[src/rtl/conv_l1_ctrl_if.sv]
// Frame-memory read bus between conv_l1_ctrl (master) and its synchronous frame memory (slave).
// Read data is expected exactly one cycle after mem_rd.
interface conv_l1_ctrl_if #(
  parameter int ADDR_W = 10
);
  logic              mem_rd;
  logic [ADDR_W-1:0] mem_addr;
  logic [7:0]        mem_rdata;

  modport master (
    output mem_rd,
    output mem_addr,
    input  mem_rdata
  );

  modport slave (
    input  mem_rd,
    input  mem_addr,
    output mem_rdata
  );
endinterface

[src/rtl/conv_l1_ctrl.sv]
// Layer-1 3x3 convolution frame sequencer: kernel register file, raster frame fetch, window flags.
// Optional CONV_L1_CTRL_FRAMECNT_EN adds a 16-bit completed-frame counter output (frame_cnt).
module conv_l1_ctrl #(
  parameter int IMG_W  = 28,
  parameter int IMG_H  = 28,
  parameter int ADDR_W = 10
) (
  input  logic                 clk,
  input  logic                 reset,
  input  logic                 start,
  input  logic                 kwr_en,
  input  logic [3:0]           kwr_addr,
  input  logic [7:0]           kwr_data,
  conv_l1_ctrl_if.master       mem,
  output logic [7:0]           pxl_o,
  output logic [71:0]          kernel_o,
  output logic                 out_valid,
  output logic [7:0]           out_row,
  output logic [7:0]           out_col,
  output logic                 busy,
  output logic                 done
`ifdef CONV_L1_CTRL_FRAMECNT_EN
  ,
  output logic [15:0]          frame_cnt
`endif
);

  localparam int N = IMG_W * IMG_H;

  localparam logic [1:0] ST_IDLE  = 2'd0;
  localparam logic [1:0] ST_RUN   = 2'd1;
  localparam logic [1:0] ST_DRAIN = 2'd2;
  localparam logic [1:0] ST_DONE  = 2'd3;

  localparam logic [ADDR_W-1:0] LAST_ADDR = ADDR_W'(N - 1);
  localparam logic [7:0]        LAST_COL  = 8'(IMG_W - 1);
  localparam logic [7:0]        LAST_ROW  = 8'(IMG_H - 1);

  logic [1:0]        state_reg, state_next;
  logic              mem_rd_reg;
  logic [ADDR_W-1:0] mem_addr_reg;
  logic              in_frame_reg;
  logic [7:0]        col_reg, row_reg;
  logic [7:0]        out_row_reg, out_col_reg;
  logic              done_reg;
  logic [7:0]        kern_reg [0:8];

  logic start_ok;
  logic last_issue;
  logic win_valid;

  assign start_ok   = (state_reg == ST_IDLE) && start;
  assign last_issue = (state_reg == ST_RUN) && (mem_addr_reg == LAST_ADDR);

  always_comb begin
    state_next = state_reg;
    case (state_reg)
      ST_IDLE:  if (start) state_next = ST_RUN;
      ST_RUN:   if (mem_addr_reg == LAST_ADDR) state_next = ST_DRAIN;
      ST_DRAIN: state_next = ST_DONE;
      ST_DONE:  state_next = ST_IDLE;
      default:  state_next = ST_IDLE;
    endcase
  end

  always_ff @(posedge clk or negedge reset) begin
    if (!reset) begin
      state_reg    <= ST_IDLE;
      mem_rd_reg   <= 1'b0;
      mem_addr_reg <= '0;
      in_frame_reg <= 1'b0;
      done_reg     <= 1'b0;
    end else begin
      state_reg    <= state_next;
      in_frame_reg <= mem_rd_reg;
      // done is registered, so the pulse appears the cycle after the DONE state
      done_reg     <= (state_reg == ST_DONE);
      if (start_ok) begin
        mem_rd_reg   <= 1'b1;
        mem_addr_reg <= '0;
      end else if (last_issue) begin
        mem_rd_reg   <= 1'b0;
      end else if (state_reg == ST_RUN) begin
        mem_addr_reg <= mem_addr_reg + 1'b1;
      end
    end
  end

  // Position of the pixel currently on pxl_o; advances only while a pixel is in flight
  always_ff @(posedge clk or negedge reset) begin
    if (!reset) begin
      col_reg <= '0;
      row_reg <= '0;
    end else if (start_ok) begin
      col_reg <= '0;
      row_reg <= '0;
    end else if (in_frame_reg) begin
      if (col_reg == LAST_COL) begin
        col_reg <= '0;
        row_reg <= (row_reg == LAST_ROW) ? 8'd0 : row_reg + 8'd1;
      end else begin
        col_reg <= col_reg + 8'd1;
      end
    end
  end

  assign win_valid = in_frame_reg && (row_reg >= 8'd2) && (col_reg >= 8'd2);

  always_ff @(posedge clk or negedge reset) begin
    if (!reset) begin
      out_row_reg <= '0;
      out_col_reg <= '0;
    end else if (win_valid) begin
      out_row_reg <= row_reg - 8'd2;
      out_col_reg <= col_reg - 8'd2;
    end
  end

  generate
    for (genvar gi = 0; gi < 9; gi++) begin : g_kern
      always_ff @(posedge clk or negedge reset) begin
        if (!reset) begin
          kern_reg[gi] <= '0;
        end else if ((state_reg == ST_IDLE) && kwr_en && (kwr_addr == 4'(gi))) begin
          kern_reg[gi] <= kwr_data;
        end
      end
      assign kernel_o[gi*8 +: 8] = kern_reg[gi];
    end
  endgenerate

`ifdef CONV_L1_CTRL_FRAMECNT_EN
  logic [15:0] frame_cnt_reg;

  always_ff @(posedge clk or negedge reset) begin
    if (!reset) begin
      frame_cnt_reg <= '0;
    end else if (state_reg == ST_DONE) begin
      frame_cnt_reg <= frame_cnt_reg + 16'd1;
    end
  end

  assign frame_cnt = frame_cnt_reg;
`endif

  assign mem.mem_rd   = mem_rd_reg;
  assign mem.mem_addr = mem_addr_reg;
  assign pxl_o        = in_frame_reg ? mem.mem_rdata : 8'd0;
  assign out_valid    = win_valid;
  assign out_row      = win_valid ? (row_reg - 8'd2) : out_row_reg;
  assign out_col      = win_valid ? (col_reg - 8'd2) : out_col_reg;
  assign busy         = (state_reg == ST_RUN) || (state_reg == ST_DRAIN);
  assign done         = done_reg;

endmodule

[src/flat_wrapper.sv]
// flat-port wrapper written by rule: the top's interface ports become plain ports
module conv_l1_ctrl_flat 
#(
  parameter int IMG_W  = 28,
  parameter int IMG_H  = 28,
  parameter int ADDR_W = 10
)
  (clk, reset, start, kwr_en, kwr_addr, kwr_data, pxl_o, kernel_o, out_valid, out_row, out_col, busy, done, mem_mem_rd, mem_mem_addr, mem_mem_rdata);
  conv_l1_ctrl_if #(.ADDR_W(ADDR_W)) mem_i ();
  input  logic clk;
  input  logic reset;
  input  logic start;
  input  logic kwr_en;
  input  logic [3:0] kwr_addr;
  input  logic [7:0] kwr_data;
  output logic [7:0] pxl_o;
  output logic [71:0] kernel_o;
  output logic out_valid;
  output logic [7:0] out_row;
  output logic [7:0] out_col;
  output logic busy;
  output logic done;
  output wire logic [$bits(mem_i.mem_rd)-1:0] mem_mem_rd;
  output wire logic [$bits(mem_i.mem_addr)-1:0] mem_mem_addr;
  input wire logic [$bits(mem_i.mem_rdata)-1:0] mem_mem_rdata;
  assign mem_mem_rd = mem_i.mem_rd;
  assign mem_mem_addr = mem_i.mem_addr;
  assign mem_i.mem_rdata = mem_mem_rdata;
  conv_l1_ctrl #(.IMG_W(IMG_W), .IMG_H(IMG_H), .ADDR_W(ADDR_W)) u_core (.clk(clk), .reset(reset), .start(start), .kwr_en(kwr_en), .kwr_addr(kwr_addr), .kwr_data(kwr_data), .mem(mem_i), .pxl_o(pxl_o), .kernel_o(kernel_o), .out_valid(out_valid), .out_row(out_row), .out_col(out_col), .busy(busy), .done(done));
endmodule
[config.mk]
export PLATFORM = sky130hd
export DESIGN_NAME = conv_l1_ctrl_flat
export DESIGN_NICKNAME = d
export VERILOG_FILES = /design/src/rtl/conv_l1_ctrl_if.sv /design/src/rtl/conv_l1_ctrl.sv /design/src/flat_wrapper.sv
export SDC_FILE = /design/constraint.sdc
export NUM_CORES = 1
export LEC_CHECK = 0
export CAP_MARGIN = 25
export CORE_MARGIN = 3
export CORE_UTILIZATION = 45
export CTS_CLUSTER_SIZE = 20
export DETAILED_ROUTE_END_ITERATION = 6
export GPL_ROUTABILITY_DRIVEN = 1
export PLACE_DENSITY = 0.73
export RECOVER_POWER = 25
export SLEW_MARGIN = 20
export SYNTH_ARGS = -nofsm -noshare
export SYNTH_HDL_FRONTEND = slang
export SYNTH_SLANG_ARGS = --single-unit
[constraint.sdc]
create_clock -name clk -period 2.75 [get_ports clk]
set_input_delay 0.55 -clock clk [delete_from_list [all_inputs] [get_ports clk]]
set_output_delay 0.55 -clock clk [all_outputs]
set_load 0.05 [all_outputs]
* After elaboration in Yosys (flattened, before gate mapping)
Cells that the tools add are included.
** Storage, ports and cells
- Output and inout bits :: 110
- Register bits after elaboration :: 119
** Cells by class
- Mux-type cells :: 18
- Equality and inequality tests :: 17
- Order comparisons :: 2
- Add/subtract/negate cells :: 5
- Reductions and logical operators :: 24
** Operator list (number)
- $mux W8 :: 10
- $mux W10 :: 3
- $add A8 B1 Y8 const B :: 2
- $eq A4 B3 Y1 const B :: 4
- $eq A8 B5 Y1 const B :: 2
- $ge A8 B2 Y1 const B :: 2
- $sub A8 B2 Y8 const B :: 2
- $logic_and A1 B1 Y1 :: 14
- $add A10 B1 Y10 const B :: 1
- $eq A10 B10 Y1 const B :: 1
- $eq A4 B2 Y1 const B :: 2
- $pmux W2 S4 :: 1
- $reduce_bool A2 Y1 :: 4
- $reduce_and A2 Y1 :: 3
- $eq A2 B2 Y1 const B :: 2
- $eq A4 B1 Y1 const B :: 1
- $eq A4 B4 Y1 const B :: 1
- $logic_not A4 Y1 :: 1
- $mux W2 :: 2
- $ne A2 B1 Y1 const B :: 2
- $eq A2 B1 Y1 const B :: 1
- $logic_not A2 Y1 :: 1
- $mux W1 :: 2
- $ne A2 B2 Y1 const B :: 1
- $logic_or A1 B1 Y1 :: 1

* Depth between registers and ports, before layout
- Depth in word-level cells :: 5
- Gate-level depth with buffers :: 7
- Mapped depth without buffers :: 6

* Least setup slack after synthesis
Ideal clock, no wire load.
- Kind :: flip-flop to output port
- Start :: register u_core.row_reg[2]
- End :: output out_col[2]
- Slack :: -0.138 ns
- Data required time :: 2.200 ns
- Arrival time :: 2.338 ns
- Cell stages (with the launch flop) :: 6
- Cell sequence :: dfrtp_1 > or4_4 > nor3b_4 > a211oi_4 > buf_12 > mux2i_1
** Between the ends
- Word-level cells in the longest chain between the ends :: 4
** Ends and longest elaborated chain
- start: declaration :: line conv_l1_ctrl.sv:43 : logic [7:0] col_reg, row_reg;
- start signal: assignment :: line conv_l1_ctrl.sv:100 : row_reg <= (row_reg == LAST_ROW) ? 8'd0 : row_reg + 8'd1;
- $ge A8 B2 Y1 :: line conv_l1_ctrl.sv:107 : assign win_valid = in_frame_reg && (row_reg >= 8'd2) && (col_reg >= 8'd2);
- $logic_and A1 B1 Y1 (2 in a row) :: line conv_l1_ctrl.sv:107
- via out_valid :: line flat_wrapper.sv:18 : output logic out_valid;
- $mux W8 :: line conv_l1_ctrl.sv:151 : assign out_col = win_valid ? (col_reg - 8'd2) : out_col_reg;
- end: declaration :: line flat_wrapper.sv:20 : output logic [7:0] out_col;
The timed path passes the listed nets, and every way through them passes these cells.

* Worst setup path in the final report
- Start :: register u_core.row_reg[2]
- End :: output out_row[0]
** Between the ends
- Word-level cells in the longest chain between the ends :: 4
** Ends and longest elaborated chain
- $ge A8 B2 Y1 :: line conv_l1_ctrl.sv:107
- $logic_and A1 B1 Y1 (2 in a row) :: line conv_l1_ctrl.sv:107
- $mux W8 :: line conv_l1_ctrl.sv:150 : assign out_row = win_valid ? (row_reg - 8'd2) : out_row_reg;
- end: declaration :: line flat_wrapper.sv:19 : output logic [7:0] out_row;
Every way passes these cells.

==> results.yml <==
timing:
  timing.final.max_slew_violations: 39
  period_share_pct: 105
  tns_ns: -1.62
  finalSetupViolations: 16
  slew_headroom_pct: -44.9
  fmax_ghz: 0.348
  timing.final.ws_setup_ns: -0.126
  grt_setup_unrepaired: "yes"
  worstMarginPinSlew_ns: 2.17
  fin_skew_ns: 0.00723
  post-route-min-period_ns: 2.88
  hold_violations: 0
layout:
  area_growth_syn_to_layout_pct: 44.5
  drive_gt1_share_pct: 32.2
  regArea_um2: 2980
  largest_reg_flops: 72
  final_cell_mix: "119 x dfrtp_1, 107 x clkdlybuf4s50_1, 82 x mux2_2"
  layoutNonFillerInstCount: 733
  fillers: 842
  layout_commonest_cell: "dfrtp_1"
  multi_input_area_um2: 2290
  insertedDiodeCount: 0
  final_nets: 615
  fin_util_pct: 67.5
global_route:
  antenna_found_initial: 0
  grt_pass1_wl_um: 22100
  grt_max_degree: 52
  grt_pass1_vias: 4114
  overflow: 0
  grt_usage_pct: 21.6
synth:
  syn_inst: 408
  async_flop_share_pct: 100
  yosysSeqAreaShare_pct: 55.1
  synth.ff_latch_count: 119
  syn_area_um2: 5400
  synth_cell_types: 50
  synth_edf_count: 0
  synth_warnings: 0
  yosys_most_used_dff: "dfrtp_1"
  syn_nets: 446
  syn_avg_cell_area_um2: 13.2
worst_setup_path:
  cp.required_ns: 2.20
  cpLargestDelayFamily: "simple AND/OR/NAND/NOR gates"
  critPathBufInv: 2
  cpPeakStageDelay_ns: 0.56
  cp_slowest_cell: "or4_4"
  cp_data_arrival_time_ns: 2.33
  rrSetupSlack_ns: 0.51
  path_cells: "or4_4 -> nor3b_4 -> a211oi_4 -> buf_12 -> mux2_4 -> buf_12"
  r2r_start: "u_core.state_reg[0]"
  reg2regPathDepth: 6
  cpMostUsedCell: "buf_12"
  crit_fanout: 9
  startpoint_type: "flop"
  worstReg2RegEnd: "u_core.kernel_o[12]"
  critical_path.endpoint_type: "primary output"
  worstSetupPathType: "reg2out"
routing:
  ant_nets: 0
  first_iter_violations: 205
  drc_errors: 0
  wirelength_um: 13400
  drt-pass1-iter-count: 4
  viasPerCell: 5.25
  route.vias.total: 3845
  wl_per_cell_um: 18.3
pwr:
  power.total_mw: 4.13
  power_density_nw_per_um2: 529
  ir_drop_v: 0.000363
  p_leak_nw: 3.66
floorplanning:
  core_um2: 11600
  rows: 39
  dieHeight_um: 116
  dieWidth_um: 116
  ios: 134
  initial_core_util_pct: 46.7
  dieArea_um2: 13400
placement:
  dpl.hpwl_um: 9420
  port_buffers: 133
  place_ws_ns: -0.0615
  gp_congestion: 0.858
  dp.cells: 696
worst_hold_path:
  hp-start: "u_core.mem.mem_rd"
  hp-class: "reg2reg"
  min_to: "u_core.in_frame_reg"
  hold_depth: 0
outcome:
  outcome: "finished with violations"
  violations: "capacitance limit, slew limit, setup timing"
cts:
  htreeDepth: 4
  clock_latency_ns: 0.41
  cts_inserted_buffers: 17
  cts_buffer_depth: 2
  clk_pin_slew_ns: 0.06
  clkSinkCount: 119
  root_buffer: "clkbuf_16"
  tritoncts: "done"
run:
  cap_violations: 1
[metal layers]
| layer | wire length (µm) | GRT usage, % | up-vias |
|---|---|---|---|
| met5 | 0 | 0 | - |
| met4 | 128 | 6.65 | 0 |
| met3 | 618 | 7.26 | 8 |
| li1 | - | - | 1804 |
| met1 | 5850 | 27.9 | 1934 |
| met2 | 6840 | 34.6 | 99 |
[metrics by stage]
stage | hold WS (ns) | area [µm²]
2_1_floorplan | 0.254 | 5400
4_1_cts | 0.117 | 7790
3_3_place_gp | 0.406 | 7070
5_1_grt | 0.438 | 7800
6_report | 0.425 | 7800
3_5_place_dp | 0.409 | 7070
[report_power, final]
| part | internal, mW | switching (mW) | leakage, nW |
|---|---|---|---|
| sequential | 1.75 | 0 | 1.59 |
| combinational | 0.0453 | 0.0881 | 1.78 |
| clock | 1.47 | 0.778 | 0.284 |
[how the worst max path moves through the flow]
stage	from	to	slack [ns]	cells after the start
3_5_place_dp	u_core.row_reg[0]	out_col[7]	-0.06	6
3_3_place_gp	u_core.row_reg[0]	out_col[0]	-0.01	6
5_1_grt	u_core.row_reg[2]	out_row[0]	-0.18	6
2_1_floorplan	u_core.row_reg[2]	out_col[2]	-0.14	5
6_report	u_core.row_reg[2]	out_row[0]	-0.13	6
4_1_cts	u_core.row_reg[2]	out_row[0]	-0.15	6
[cell families (layout without fill, tap and decap cells)]
group	after synthesis	after routing	share of synthesized area, %
flops	119	119	55.1
simple gates	98	98	10.7
mux	93	93	19.8
compound gates	37	37	5.26
buf+inv	29	211	2.94
xor+xnor	18	18	2.92
fa+ha+maj	14	14	3.24
[final cells by class]
| type | count | share of cell area, % |
|---|---|---|
| Clock buffer | 20 | 5.85 |
| Clock inverter | 12 | 1.94 |
| Inverter | 16 | 0.770 |
| Multi-Input combinational cell | 260 | 29.4 |
| Sequential cell | 119 | 38.2 |
| Tap cell | 143 | 2.29 |
| Timing Repair Buffer | 163 | 21.6 |
[what timing repair did]
action,4_1_cts,5_1_grt
endpoints found under the setup margin,17,17
resized for setup,11,2
setup buffers,4,0
gates cloned,1,0
hold buffers,0,0
pin swaps,2,1
[cell usage after synthesis, types with 3 or more instances]
cell / instances / share of area (%)
dfrtp_1: 119 / 55
mux2_2: 82 / 17
nor2_1: 21 / 1.5
nand2_1: 18 / 1.3
inv_1: 16 / 1.1
ha_1: 14 / 3.2
and2_1: 12 / 1.4
o21ai_0: 10 / 0.93
xnor2_1: 10 / 1.6
nand3_1: 9 / 0.83
xor2_1: 8 / 1.3
clkbuf_1: 7 / 0.49
mux2_4: 7 / 1.9
nor3_1: 7 / 0.65
a22o_1: 5 / 0.81
a21oi_1: 4 / 0.37
buf_6: 4 / 0.83
mux2i_1: 4 / 0.74
nor2b_1: 4 / 0.46
or3_1: 4 / 0.46
and3_1: 3 / 0.35
nand4_1: 3 / 0.35
o31ai_1: 3 / 0.42
Power figures use the tool's default switching activity.
==> RTL edit 1, RTL diff (same flow settings) <==
`ADDR_W` is set to 10 in 3 places; all go to 9.
--- a/src/rtl/conv_l1_ctrl_if.sv
+++ b/src/rtl/conv_l1_ctrl_if.sv
@@ -2,5 +2,5 @@
 // Read data is expected exactly one cycle after mem_rd.
 interface conv_l1_ctrl_if #(
-  parameter int ADDR_W = 10
+  parameter int ADDR_W = 9
 );
   logic              mem_rd;
--- a/src/rtl/conv_l1_ctrl.sv
+++ b/src/rtl/conv_l1_ctrl.sv
@@ -4,5 +4,5 @@
   parameter int IMG_W  = 28,
   parameter int IMG_H  = 28,
-  parameter int ADDR_W = 10
+  parameter int ADDR_W = 9
 ) (
   input  logic                 clk,
--- a/src/flat_wrapper.sv
+++ b/src/flat_wrapper.sv
@@ -4,5 +4,5 @@
   parameter int IMG_W  = 28,
   parameter int IMG_H  = 28,
-  parameter int ADDR_W = 10
+  parameter int ADDR_W = 9
 )
   (clk, reset, start, kwr_en, kwr_addr, kwr_data, pxl_o, kernel_o, out_valid, out_row, out_col, busy, done, mem_mem_rd, mem_mem_addr, mem_mem_rdata);
Interface: changed (resized mem_mem_addr); port bits go from 134 to 133. No check against the original RTL was run, so the function may have changed too.
==> RTL edit 1 against the unedited design <==
- the run still ends with capacitance limit, slew limit, setup timing left
- wire length rose by 2.4%
- power fell by 1.5%
- non-clock buffer count rose by 3
- sequential cell count fell by 1
- final area fell by 0.50%
- worst setup slack got worse by 0.0055 ns
- global-route usage rose by 0.58 points
- hold slack improved by 0.016 ns
- area after synthesis fell by 2.1%
==> RTL edit 1: results (changes against the unedited design) <==
- Maxcap violations: 1 (unchanged)
- Global-route wire length before repair: 22.2 mm (+0.62%)
- RR Startpoint: u_core.state_reg[0]
- Logic gate share of total power: 3.2% (about the same)
- Sequential fraction of the synthesis area: 55.9% (+0.71 points)
- Synth cell types: 44 (-12%)
- Met1 Routed Length: 5.91 mm (+1.1%)
- Storage cell area: 2950 sq um (-0.84%)
- Area after DPL: 6990 sq um (-1.2%)
- Clock skew: 0.00965 ns (+0.00242 ns)
- Post-synth net total: 440 (-1.3%)
- Final-report max-slew violation count: 38 (-2.6%)
- Metal2 WL: 6.99 mm (+2.3%)
- Violations in the final reports: capacitance limit, slew limit, setup timing
- Wire length on met3: 597 um (-3.4%)
- Peak VDD IR: 0.607 mV (+67%)
- # H-tree levels: 4 (unchanged)
- Total GRT Usage: 22.1% (+0.58 points)
- Cell class contributing the biggest share of worst-path delay: simple AND/OR/NAND/NOR gates
- HPWL after DPL: 9.45 mm (+0.37%)
- ANT cells: 0 (unchanged)
- Routability cong.: 0.836 (-2.6%)
- Layout cells sized above 1: 32.4% (+0.16 points)
- Fill cell count: 773 (-8.2%)
- Outcome: finished with violations
- Leak: 0.00366 uW (+0.19%)
- Avg WL per Cell: 18.9 um (+3.3%)
- Switch Pwr: 830 uW (-4.2%)
- Vias in the first global route: 4133 (+0.46%)
- Root Buffer: clkbuf_16
- Async S/R FF share, synth: 100% (unchanged)
- Area contributors post-synth: dfrtp_1 (56%), mux2_2 (17%), ha_1 (3.3%), mux2_4 (2.0%), xor2_1 (1.7%)
- Met2 Use GR: 35.7% (+1.1 points)
- Seq pwr share: 42.7% (+0.3 points)
- Setup TNS: -1.82 ns (-0.203 ns)
- Worst-Margin Slew: 1.90 ns (-0.274 ns)
- Final net count: 614 (-0.16%)
- Final setup vio count: 16 (unchanged)
- DR vias: 3899 (+1.4%)
- Final WS setup: -0.131 ns (-0.00547 ns)
- Pre-CTS setup slack: 0.214 ns (+0.276 ns)
- Iter 0 DRT Violations: 225 (+9.8%)
- Max FO, Critical Path: 8 (-1)
- Largest net degree at the start of global routing: 55 (+5.8%)
- Port buffer count: 132 (-0.75%)
- Met3 Use GR: 5.81% (-1.4 points)
- Most frequent cells after synthesis: dfrtp_1 (118), mux2_2 (82), nor2_1 (18)
- Worst path arrival time: 2.33 ns (about the same)
- M1 GR Usage: 29.0% (+1.1 points)
- Antenna violations before repair: 0 (unchanged)
RTL edit 1: changes by cell type in the layout (fill, tap and decap cells not counted), moves of 4 or more:
cell,before,now
or3_1,4,8
mux2_2,82,75
nor3_1,7,3
buf_4,35,39
mux2_4,7,14
o21ai_0,10,14
RTL edit 1: layout make-up:
cell class	instances	share of cell area, %
clock buffers	21	5.93
clock inverters	9	1.64
inverters	14	0.677
multi-input cells	259	30.0
flip-flops and latches	118	38.0
well taps	140	2.26
repair buffers	166	21.5
RTL edit 1: metrics by stage:
stage,cells,hold WS [ns]
2_1_floorplan,402,0.254
3_3_place_gp,685,0.423
5_1_grt,727,0.483
4_1_cts,723,0.107
6_report,727,0.441
3_5_place_dp,685,0.425
RTL edit 1: path summary, 6_finish.rpt:
check / endpoint / slack (ns) / cells past startpoint
max: out_row[0] / -0.13 / 6
min: u_core.in_frame_reg / 0.44 / 0
max reg2reg: u_core.kernel_o[12] / 0.41 / 6
min reg2reg: u_core.in_frame_reg / 0.44 / 0
max in group asynchronous: u_core.kernel_o[46] / 0.34 / 2
min in group asynchronous: u_core.out_row_reg[3] / 0.66 / 1
RTL edit 1: cells by family after synthesis:
family / Yosys count / share of synthesized area [%]
compound gates: 41 / 5.63
xor+xnor: 17 / 2.82
fa+ha+maj: 14 / 3.31
buf+inv: 27 / 2.08
flops: 118 / 55.9
mux: 92 / 20.0
simple gates: 93 / 10.3
RTL edit 1: timing repair:
action / CTS / global route
setup endpoints to repair: 16 / 16
hold buffers: 0 / 0
gates cloned: 2 / 0
setup buffers: 6 / 4
resized for setup: 20 / 4
pin swaps: 3 / 0
==> RTL edit 2, RTL diff (same settings) <==
Made on the original files. Register the output `kernel_o`; this adds one clock of latency there. The other outputs are not delayed to match.
--- a/src/rtl/conv_l1_ctrl.sv
+++ b/src/rtl/conv_l1_ctrl.sv
@@ -36,4 +36,6 @@
   localparam logic [7:0]        LAST_COL  = 8'(IMG_W - 1);
   localparam logic [7:0]        LAST_ROW  = 8'(IMG_H - 1);
+
+  logic [71:0] kernel_d;
 
   logic [1:0]        state_reg, state_next;
@@ -126,5 +128,5 @@
         end
       end
-      assign kernel_o[gi*8 +: 8] = kern_reg[gi];
+      assign kernel_d[gi*8 +: 8] = kern_reg[gi];
     end
   endgenerate
@@ -153,4 +155,8 @@
   assign done         = done_reg;
 
+  always_ff @(posedge clk) begin
+    kernel_o <= kernel_d;
+  end
+
 endmodule
 
Function: changed (a bounded check fails within 4 cycles, from zero or initial values and one cycle with reset low).
==> RTL edit 2 against the unedited design <==
- the run still ends with capacitance limit, slew limit, setup timing left
- worst setup slack gained 0.011 ns
- area after synthesis grew 26%
- count of clock-buffer cells in the layout shrank 2
- clock skew grew 0.00066 ns
- via count grew 12%
- wire length grew 4.5%
- clock power grew 16%
- global-route usage shrank 4.0 points
- power grew 34%
- final area grew 17%
- sequential cell count grew 72
- hold slack lost 0.20 ns
- critical path type unchanged
- largest cell class unchanged
- highest routed layer unchanged
==> RTL edit 2: results (changes against the unedited design) <==
- Final WS setup: -0.114 ns (+0.0112 ns)
- Avg WL per Cell: 16.7 um (-8.6%)
- Violations in the final reports: capacitance limit, slew limit, setup timing
- Outcome: finished with violations
- Peak VDD IR: 0.408 mV (+12%)
- Setup TNS: -1.60 ns (+0.0132 ns)
- Root Buffer: clkbuf_16
- Reg2Reg Setup Slack: 0.52 ns
- Multiplexer share of the synthesized area: 15.4% (-4.4 points)
- Area contributors post-synth: dfrtp_1 (44%), dfxtp_1 (21%), mux2_2 (13%), ha_1 (2.6%), mux2_4 (1.5%)
- Synth cell types: 49 (-2.0%)
- Vias in the first global route: 4294 (+4.4%)
- Largest net degree at the start of global routing: 75 (+44%)
- 1st-pass router iterations: 5 (+1)
- Most frequent cells after synthesis: dfrtp_1 (119), mux2_2 (81), dfxtp_1 (72)
- WHS: 0.227 ns (-0.199 ns)
- ANT cells: 0 (unchanged)
- Routed Antenna Nets: 0 (unchanged)
- Global-route wire length before repair: 22.4 mm (+1.5%)
- Iter 0 DRT Violations: 249 (+21%)
- Clock transition at path regs: 0.07 ns
- Worst path arrival time: 2.31 ns (-0.02 ns)
- Final-report max-slew violation count: 75 (+92%)
- Pre-CTS setup slack: 0.177 ns (+0.239 ns)
- Skew-Pair Late Insertion Delay: 0.42 ns
- Antenna violations before repair: 0 (unchanged)
- Port buffer count: 133 (unchanged)
- Final setup vio count: 16 (unchanged)
- # H-tree levels: 4 (unchanged)
- Drt via density: 5.15 (-1.9%)
- Max FO, Critical Path: 17 (+8)
- Xor/xnor cell area share of the yosys netlist: 2.06% (-0.86 points)
- Post-synth net total: 525 (+18%)
- Slew HR: -20.7% (+24 points)
- CTS Buf Count: 17 (unchanged)
- Maxcap violations: 1 (unchanged)
- Leak: 0.00418 uW (+14%)
- Layout cells sized above 1: 26.5% (-5.8 points)
- Max clock buf depth: 2 (unchanged)
- Post-synthesis compound-gate area fraction: 4.40% (-0.86 points)
- Area after DPL: 8440 sq um (+19%)
- Async S/R FF share, synth: 62.3% (-38 points)
- Synth Warn #: 0 (unchanged)
- Final net count: 679 (+10%)
- Adder-cell share of the synthesized area: 2.58% (-0.66 points)
- Total GRT Usage: 17.5% (-4.0 points)
- Sequential fraction of the synthesis area: 65.1% (+9.9 points)
- Routability cong.: 0.854 (-0.44%)
- Hold WC Path Type: input port to async pin
- DR vias: 4312 (+12%)
- Gate Count Post-Synth: 487 (+19%)
- Clock skew: 0.00789 ns (+0.000659 ns)
- Cell Count Post-Placement: 804 (+16%)
- HPWL after DPL: 9.88 mm (+4.9%)
- Sw Share: 21.6% (+0.63 points)
RTL edit 2: timing repair:
| action | CTS | global route |
|---|---|---|
| hold buffers | 0 | 0 |
| gates cloned | 0 | 0 |
| buffers inserted | 2 | 0 |
| gates resized for setup | 14 | 2 |
| endpoints found under the setup margin | 17 | 16 |
| pin swaps | 1 | 0 |
RTL edit 2: final timing paths:
check                                     from  cells past startpoint                endpoint
max in group asynchronous                reset                      2     u_core.kern_reg[60]
min in group clk           u_core.kern_reg[40]                      0     u_core.kernel_o[24]
min reg2reg                u_core.kern_reg[40]                      0     u_core.kernel_o[24]
max                          u_core.row_reg[2]                      5              out_col[0]
min                                      reset                      2  u_core.mem.mem_addr[9]
max reg2reg                u_core.state_reg[0]                      6       u_core.row_reg[5]
RTL edit 2: critical path, stage by stage (launching register included):
cell,delay [ns]
dfrtp_1,0.39
or4_4,0.55
o31a_1,0.29
buf_12,0.17
mux2_4,0.33
buf_12,0.15
RTL edit 2: routing by layer:
metal	part of all wire [%]	wire length [um]	GRT usage [%]
met2	44	6240	26.5
met5	0	0	0
met1	46	6430	23.7
met3	7.3	1030	5.52
met4	2.4	335	6.98
RTL edit 2: layout make-up:
class                      instances  area [sq um]
clock buffer                      18           439
timing repair buffer             147          1530
sequential                       191          4420
clock inverter                    14           196
tap                              184           230
fill                            1087          5510
inverter                          16          60.1
multi-input combinational        268          2250
RTL edit 2: power by group through the flow:
stage	clock network, uW	registers (uW)	logic, uW
3_3_place_gp	0	2850	136
6_report	2600	2790	131
4_1_cts	2640	2790	138
2_1_floorplan	0	2850	30.2
3_5_place_dp	0	2850	138
5_1_grt	2760	2790	144
